$ cat src/rtl/tail_light_pkg.sv
// tail_light_pkg
//   Shared types and helpers for the tail-light sequencer.
//   tl_state_t : sequencer states (idle, left/right sweep, hazard on/off).
//   tl_thermo  : count -> thermometer code, returned at TL_MAX_LAMPS width;
//                callers cast the result down to their own bank width.
//   Bank widths up to TL_MAX_LAMPS lamps are supported.
package tail_light_pkg;

    localparam int TL_MAX_LAMPS = 32;

    typedef enum logic [2:0] {
        IDLE    = 3'd0,
        LEFT    = 3'd1,
        RIGHT   = 3'd2,
        HAZ_ON  = 3'd3,
        HAZ_OFF = 3'd4
    } tl_state_t;

    // Lamp i is lit when count > i, so count=0 is all off and count>=width
    // is all on.
    function automatic logic [TL_MAX_LAMPS-1:0] tl_thermo(input int unsigned count);
        logic [TL_MAX_LAMPS-1:0] t;
        t = '0;
        for (int unsigned i = 0; i < TL_MAX_LAMPS; i++) begin
            t[i] = (count > i);
        end
        return t;
    endfunction

endpackage

$ cat src/rtl/tl_prescaler.sv
// tl_prescaler
//   Divides the clock into a one-cycle-wide step enable.
//   Parameters: DIV - clock cycles per tick (>=1); DIV=1 ticks every clock.
//   Ports:
//     clk   - rising-edge clock
//     reset - asynchronous active-high reset, clears the counter
//     tick  - high for one cycle out of every DIV
//   After reset the first tick is seen on rising edge number DIV.
module tl_prescaler #(
    parameter int DIV = 1
) (
    input  logic clk,
    input  logic reset,
    output logic tick
);

    localparam int                 CNT_W    = (DIV > 1) ? $clog2(DIV) : 1;
    localparam logic [CNT_W-1:0]   CNT_LAST = CNT_W'(DIV - 1);

    logic [CNT_W-1:0] cnt;

    assign tick = (cnt == CNT_LAST);

    // With DIV=1 the counter sits at 0, which is also CNT_LAST, so tick is
    // permanently high.
    always_ff @(posedge clk or posedge reset) begin
        if (reset) begin
            cnt <= '0;
        end else if (tick) begin
            cnt <= '0;
        end else begin
            cnt <= cnt + CNT_W'(1);
        end
    end

endmodule

$ cat src/rtl/tail_light_seq.sv
// tail_light_seq
//   Turn-signal sequencer: sweeps a thermometer pattern outward on the
//   requested bank, flashes both banks in hazard mode, and advances only on
//   prescaler ticks.
//   Parameters: LAMPS - lamps per bank (1..32), DIV - clocks per step (>=1).
//   Ports:
//     clk, reset        - clock and asynchronous active-high reset
//     left, right       - turn requests (level), sampled on tick edges
//     hazard            - hazard request (level), sampled on tick edges
//     brake             - brake pedal, only with TAIL_LIGHT_BRAKE_EN
//     l_lamps, r_lamps  - lamp banks, bit 0 innermost
//   Build option: define TAIL_LIGHT_BRAKE_EN to add the brake input.
//   Outputs are decoded from registers only.
module tail_light_seq
    import tail_light_pkg::*;
#(
    parameter int LAMPS = 3,
    parameter int DIV   = 1
) (
    input  logic             clk,
    input  logic             reset,
    input  logic             left,
    input  logic             right,
    input  logic             hazard,
`ifdef TAIL_LIGHT_BRAKE_EN
    input  logic             brake,
`endif
    output logic [LAMPS-1:0] l_lamps,
    output logic [LAMPS-1:0] r_lamps
);

    localparam int                STEP_W    = $clog2(LAMPS + 1);
    localparam logic [STEP_W-1:0] STEP_LAST = STEP_W'(LAMPS);

    tl_state_t        state, state_nxt;
    logic [STEP_W-1:0] step, step_nxt;
    logic             tick;
    logic [LAMPS-1:0] sweep;

    tl_prescaler #(.DIV(DIV)) u_prescaler (
        .clk   (clk),
        .reset (reset),
        .tick  (tick)
    );

    // State register: the next-state logic is always evaluated, but only
    // committed on tick edges.
    always_ff @(posedge clk or posedge reset) begin
        if (reset) begin
            state <= IDLE;
            step  <= '0;
        end else if (tick) begin
            state <= state_nxt;
            step  <= step_nxt;
        end
    end

    // Next-state logic. A sweep always runs to completion (including the
    // all-off step back in IDLE) unless hazard preempts it.
    always_comb begin
        state_nxt = state;
        step_nxt  = step;
        case (state)
            IDLE: begin
                step_nxt = '0;
                if (hazard) begin
                    state_nxt = HAZ_ON;
                end else if (left && !right) begin
                    state_nxt = LEFT;
                    step_nxt  = STEP_W'(1);
                end else if (right && !left) begin
                    state_nxt = RIGHT;
                    step_nxt  = STEP_W'(1);
                end
            end
            LEFT, RIGHT: begin
                if (hazard) begin
                    state_nxt = HAZ_ON;
                    step_nxt  = '0;
                end else if (step == STEP_LAST) begin
                    state_nxt = IDLE;
                    step_nxt  = '0;
                end else begin
                    step_nxt = step + STEP_W'(1);
                end
            end
            HAZ_ON: begin
                state_nxt = HAZ_OFF;
                step_nxt  = '0;
            end
            HAZ_OFF: begin
                state_nxt = IDLE;
                step_nxt  = '0;
            end
            default: begin
                state_nxt = IDLE;
                step_nxt  = '0;
            end
        endcase
    end

`ifdef TAIL_LIGHT_BRAKE_EN
    logic brake_q;

    // Brake is resynchronised every clock, independent of the step tick.
    always_ff @(posedge clk or posedge reset) begin
        if (reset) begin
            brake_q <= 1'b0;
        end else begin
            brake_q <= brake;
        end
    end
`endif

    assign sweep = LAMPS'(tl_thermo(32'(step)));

    // Lamp decode from state/step. With brake, any bank that is not
    // sweeping is lit solid, except during the hazard flash.
    always_comb begin
        l_lamps = '0;
        r_lamps = '0;
        case (state)
            LEFT:    l_lamps = sweep;
            RIGHT:   r_lamps = sweep;
            HAZ_ON: begin
                l_lamps = '1;
                r_lamps = '1;
            end
            default: ;
        endcase
`ifdef TAIL_LIGHT_BRAKE_EN
        if (brake_q) begin
            case (state)
                IDLE: begin
                    l_lamps = '1;
                    r_lamps = '1;
                end
                LEFT:    r_lamps = '1;
                RIGHT:   l_lamps = '1;
                default: ;
            endcase
        end
`endif
    end

endmodule

$ cat config.mk
export PLATFORM = sky130hd
export DESIGN_NAME = tail_light_seq
export DESIGN_NICKNAME = d
export VERILOG_FILES = /design/src/rtl/tail_light_pkg.sv /design/src/rtl/tl_prescaler.sv /design/src/rtl/tail_light_seq.sv
export SDC_FILE = /design/constraint.sdc
export NUM_CORES = 1
export LEC_CHECK = 0
export CAP_MARGIN = 20
export CELL_PAD_IN_SITES_DETAIL_PLACEMENT = 0
export CELL_PAD_IN_SITES_GLOBAL_PLACEMENT = 2
export CORE_UTILIZATION = 28
export DETAILED_ROUTE_END_ITERATION = 7
export PLACE_DENSITY = 0.86
export SYNTH_ARGS = -nofsm -noshare
export SYNTH_HDL_FRONTEND = slang
export SYNTH_SLANG_ARGS = --single-unit
$ cat constraint.sdc
create_clock -name clk -period 1.5 [get_ports clk]
set_input_delay 0.3 -clock clk [delete_from_list [all_inputs] [get_ports clk]]
set_output_delay 0.3 -clock clk [all_outputs]
set_load 0.02 [all_outputs]
==> impl_metrics.toml <==
[outcome]
status = "finished, violations left"
failed_checks = "negative setup slack"

[worst_setup_path]
crit_required_ns = 1.20
timing.critical_path.cells = "buf_4 -> ha_4 -> nor2_1 -> nor2_1 -> buf_4"
crit_fanout = 4
worst_setup_sp_type = "register"
worstSetupEndpointType = "primary output"
slowest_delay_ns = 0.40
critical_path.slowest_cell = "sky130_fd_sc_hd__dfrtp_1"
critical_path_class = "reg -> out"
crit_buf_inv = 2
reg2reg_setup_slack_ns = 0.43
worst-endpoint-arrival_ns = 1.25
timing.critical_path.max_delay_family = "flip-flops"

[clocking]
ctsRootBufferMaster = "sky130_fd_sc_hd__clkbuf_4"
cts_tree = "done"
cts_clk_pin_slew_worst_paths_ns = 0.05
ctsHtreeMaxLevel = 1
cts_buffer_depth = 2
tritoncts.num_buffers = 3
post_cts_hold_buffer_count = 0
clkLatencyLatePin_ns = 0.24
clock_sink_count = 5

[floorplanning]
initial_utilization = 0.3187
die_width_um = 41.44
fp-row-count = 13
ios = 11
die-area_sq_mm = 0.001717
fp.dieH_um = 41.44
placeableCoreArea_sq_mm = 0.001366

[final_layout]
design_area_sq_um = 624.3
fillCellCount = 165
layout.nets = 83
diodes = 0
layout-drive-gt1-share = 0.3571
mostFrequentLayoutCells = "sky130_fd_sc_hd__buf_4 (13), sky130_fd_sc_hd__nor2_1 (9), sky130_fd_sc_hd__inv_1 (6)"
area_growth_pct = 43.39
final_common_cell = "sky130_fd_sc_hd__buf_4"
post-route-util = 0.4570

[yosys]
synthesized_instance_count = 50
post_synth_num_cell_types = 18
synthesized_cell_area_sq_um = 435.4
ys.warnings.count = 0
syn_area_per_cell_sq_um = 8.708
ys_ff_latch = 5
postSynthNetCount = 62
synth-seq-area-share = 0.2874

[sta]
whs_ns = 0.2625
layout_setup_ws_ns = -0.04992
slew_violations = 0
setup_viol = 4
worstMarginPinSlew_ns = 0.2176
setup_tns_ns = -0.1428
skew_ns = 0.004639
slew_headroom = 0.8545
finalHoldViolCount = 0
period_minus_slack_ns = 1.550
clock.fmax_ghz = 0.6452
period_share = 1.033
rsz0062_at_grt = "true"

[grt]
antenna_found_initial = 0
gr-total-overflow = 0
grt_pass1_wl_um = 1614
grt_max_degree = 8
grt_pass1_vias = 402
track_usage = 0.1234

[detailed_routing]
vias = 399
detail_route.vias_per_cell = 4.694
drt_drc_violations_left = 0
drt_iter0_drc = 2
drtPass1Iterations = 4
detail_route.wirelength_um = 886
antenna_left = 0
avg_wl_per_cell_um = 10.42

[power_and_ir_drop]
power_leakage_uw = 0.0003110
total_power_uw = 1330
power_density_mw_per_mm2 = 2130
power.ir.vdd_worst_v = 0.0005782

[place]
port_buffers = 10
detailed_place.area_sq_um = 584.3
place.gp.congestion = 0.6937
dp_hpwl_um = 704.7

[worst_hold_path]
worst_hold_path_type = "in -> async"

[job]
max_cap_viol_count = 0
[final cells by class]
class | instances | area, sq um | share of cell area
clock buffers | 4 | 26.28 | 0.04208
repair buffers | 18 | 142.6 | 0.2285
inverters | 7 | 26.28 | 0.04208
well taps | 15 | 18.77 | 0.03006
flip-flops and latches | 5 | 125.1 | 0.2004
multi-input cells | 36 | 285.3 | 0.4569
[power by group]
| part | total, uW | switching [uW] | internal (uW) | leakage (uW) |
|---|---|---|---|---|
| combinational | 909 | 473 | 436 | 0.000232 |
| sequential | 259 | 62.2 | 197 | 0.0000636 |
| clock | 162 | 60.8 | 101 | 0.0000150 |
| total | 1330 | 596 | 733 | 0.000311 |
[logic make-up (layout without fill, tap and decap cells)]
group,count (synthesis),count (layout),synth area share
buffers and inverters,9,29,0.1121
AO/OA/AOI/OAI,7,7,0.09196
multiplexers,1,1,0.02299
XOR/XNOR,1,1,0.02012
AND/OR/NAND/NOR,20,20,0.2644
adder cells (fa/ha/maj),7,7,0.2011
flip-flops,5,5,0.2874
[sequential cells by signal, summed over array words and instances, names as in the netlist]
signal  cells
state       3
step        2
[worst register-to-register path, cell delays in order (launching register included)]
cell,delay (ns)
sky130_fd_sc_hd__dfrtp_1,0.43
sky130_fd_sc_hd__buf_4,0.18
sky130_fd_sc_hd__o311a_1,0.34
[synth_stat cells (all sizes together)]
cell	instances	area, sq um
a21oi	4	20.02
buf	2	22.52
dfrtp	5	125.1
ha	7	87.58
inv	7	26.28
mux2i	1	10.01
nand2	1	3.750
nand2b	2	12.51
nand3b	1	7.510
nor2	9	33.78
nor2b	3	18.77
nor3	1	10.01
nor3b	1	7.510
nor4	1	6.260
nor4b	1	15.01
o21ai	2	10.01
o311a	1	10.01
xnor2	1	8.760
[worst paths after layout]
kind / from / endpoint / cells past startpoint
min in group clk: state[2] / step[0] / 2
min: reset / state[2] / 2
max: step[0] / l_lamps[2] / 5
max reg2reg: state[0] / state[0] / 2
min reg2reg: state[2] / step[0] / 2
max in group asynchronous: reset / state[0] / 2
[per-layer routing]
metal  up-vias  routed length, um  track usage  share of wire
li1        200                  -            -              -
met3         2                 26      0.01304          0.029
met4         0                 14      0.09677          0.016
met1       188                397       0.1493           0.45
met2         9                447       0.1969           0.50
met5         -                  0            0              0
[metrics by stage]
stage	cells	setup slack (ns)
final	85	-0.04992
after global routing	85	-0.1468
after CTS	85	-0.06356
after detailed placement	80	-0.2955
after global placement	80	-0.2573
after floorplan	50	0.1274
[what timing repair did]
action                     4_1_cts  5_1_grt
gates resized for setup         33        3
setup buffers                    1        0
gates cloned                     0        0
setup endpoints to repair        6        6
pin swaps                        3        5
(Power assumes the default switching activity.)
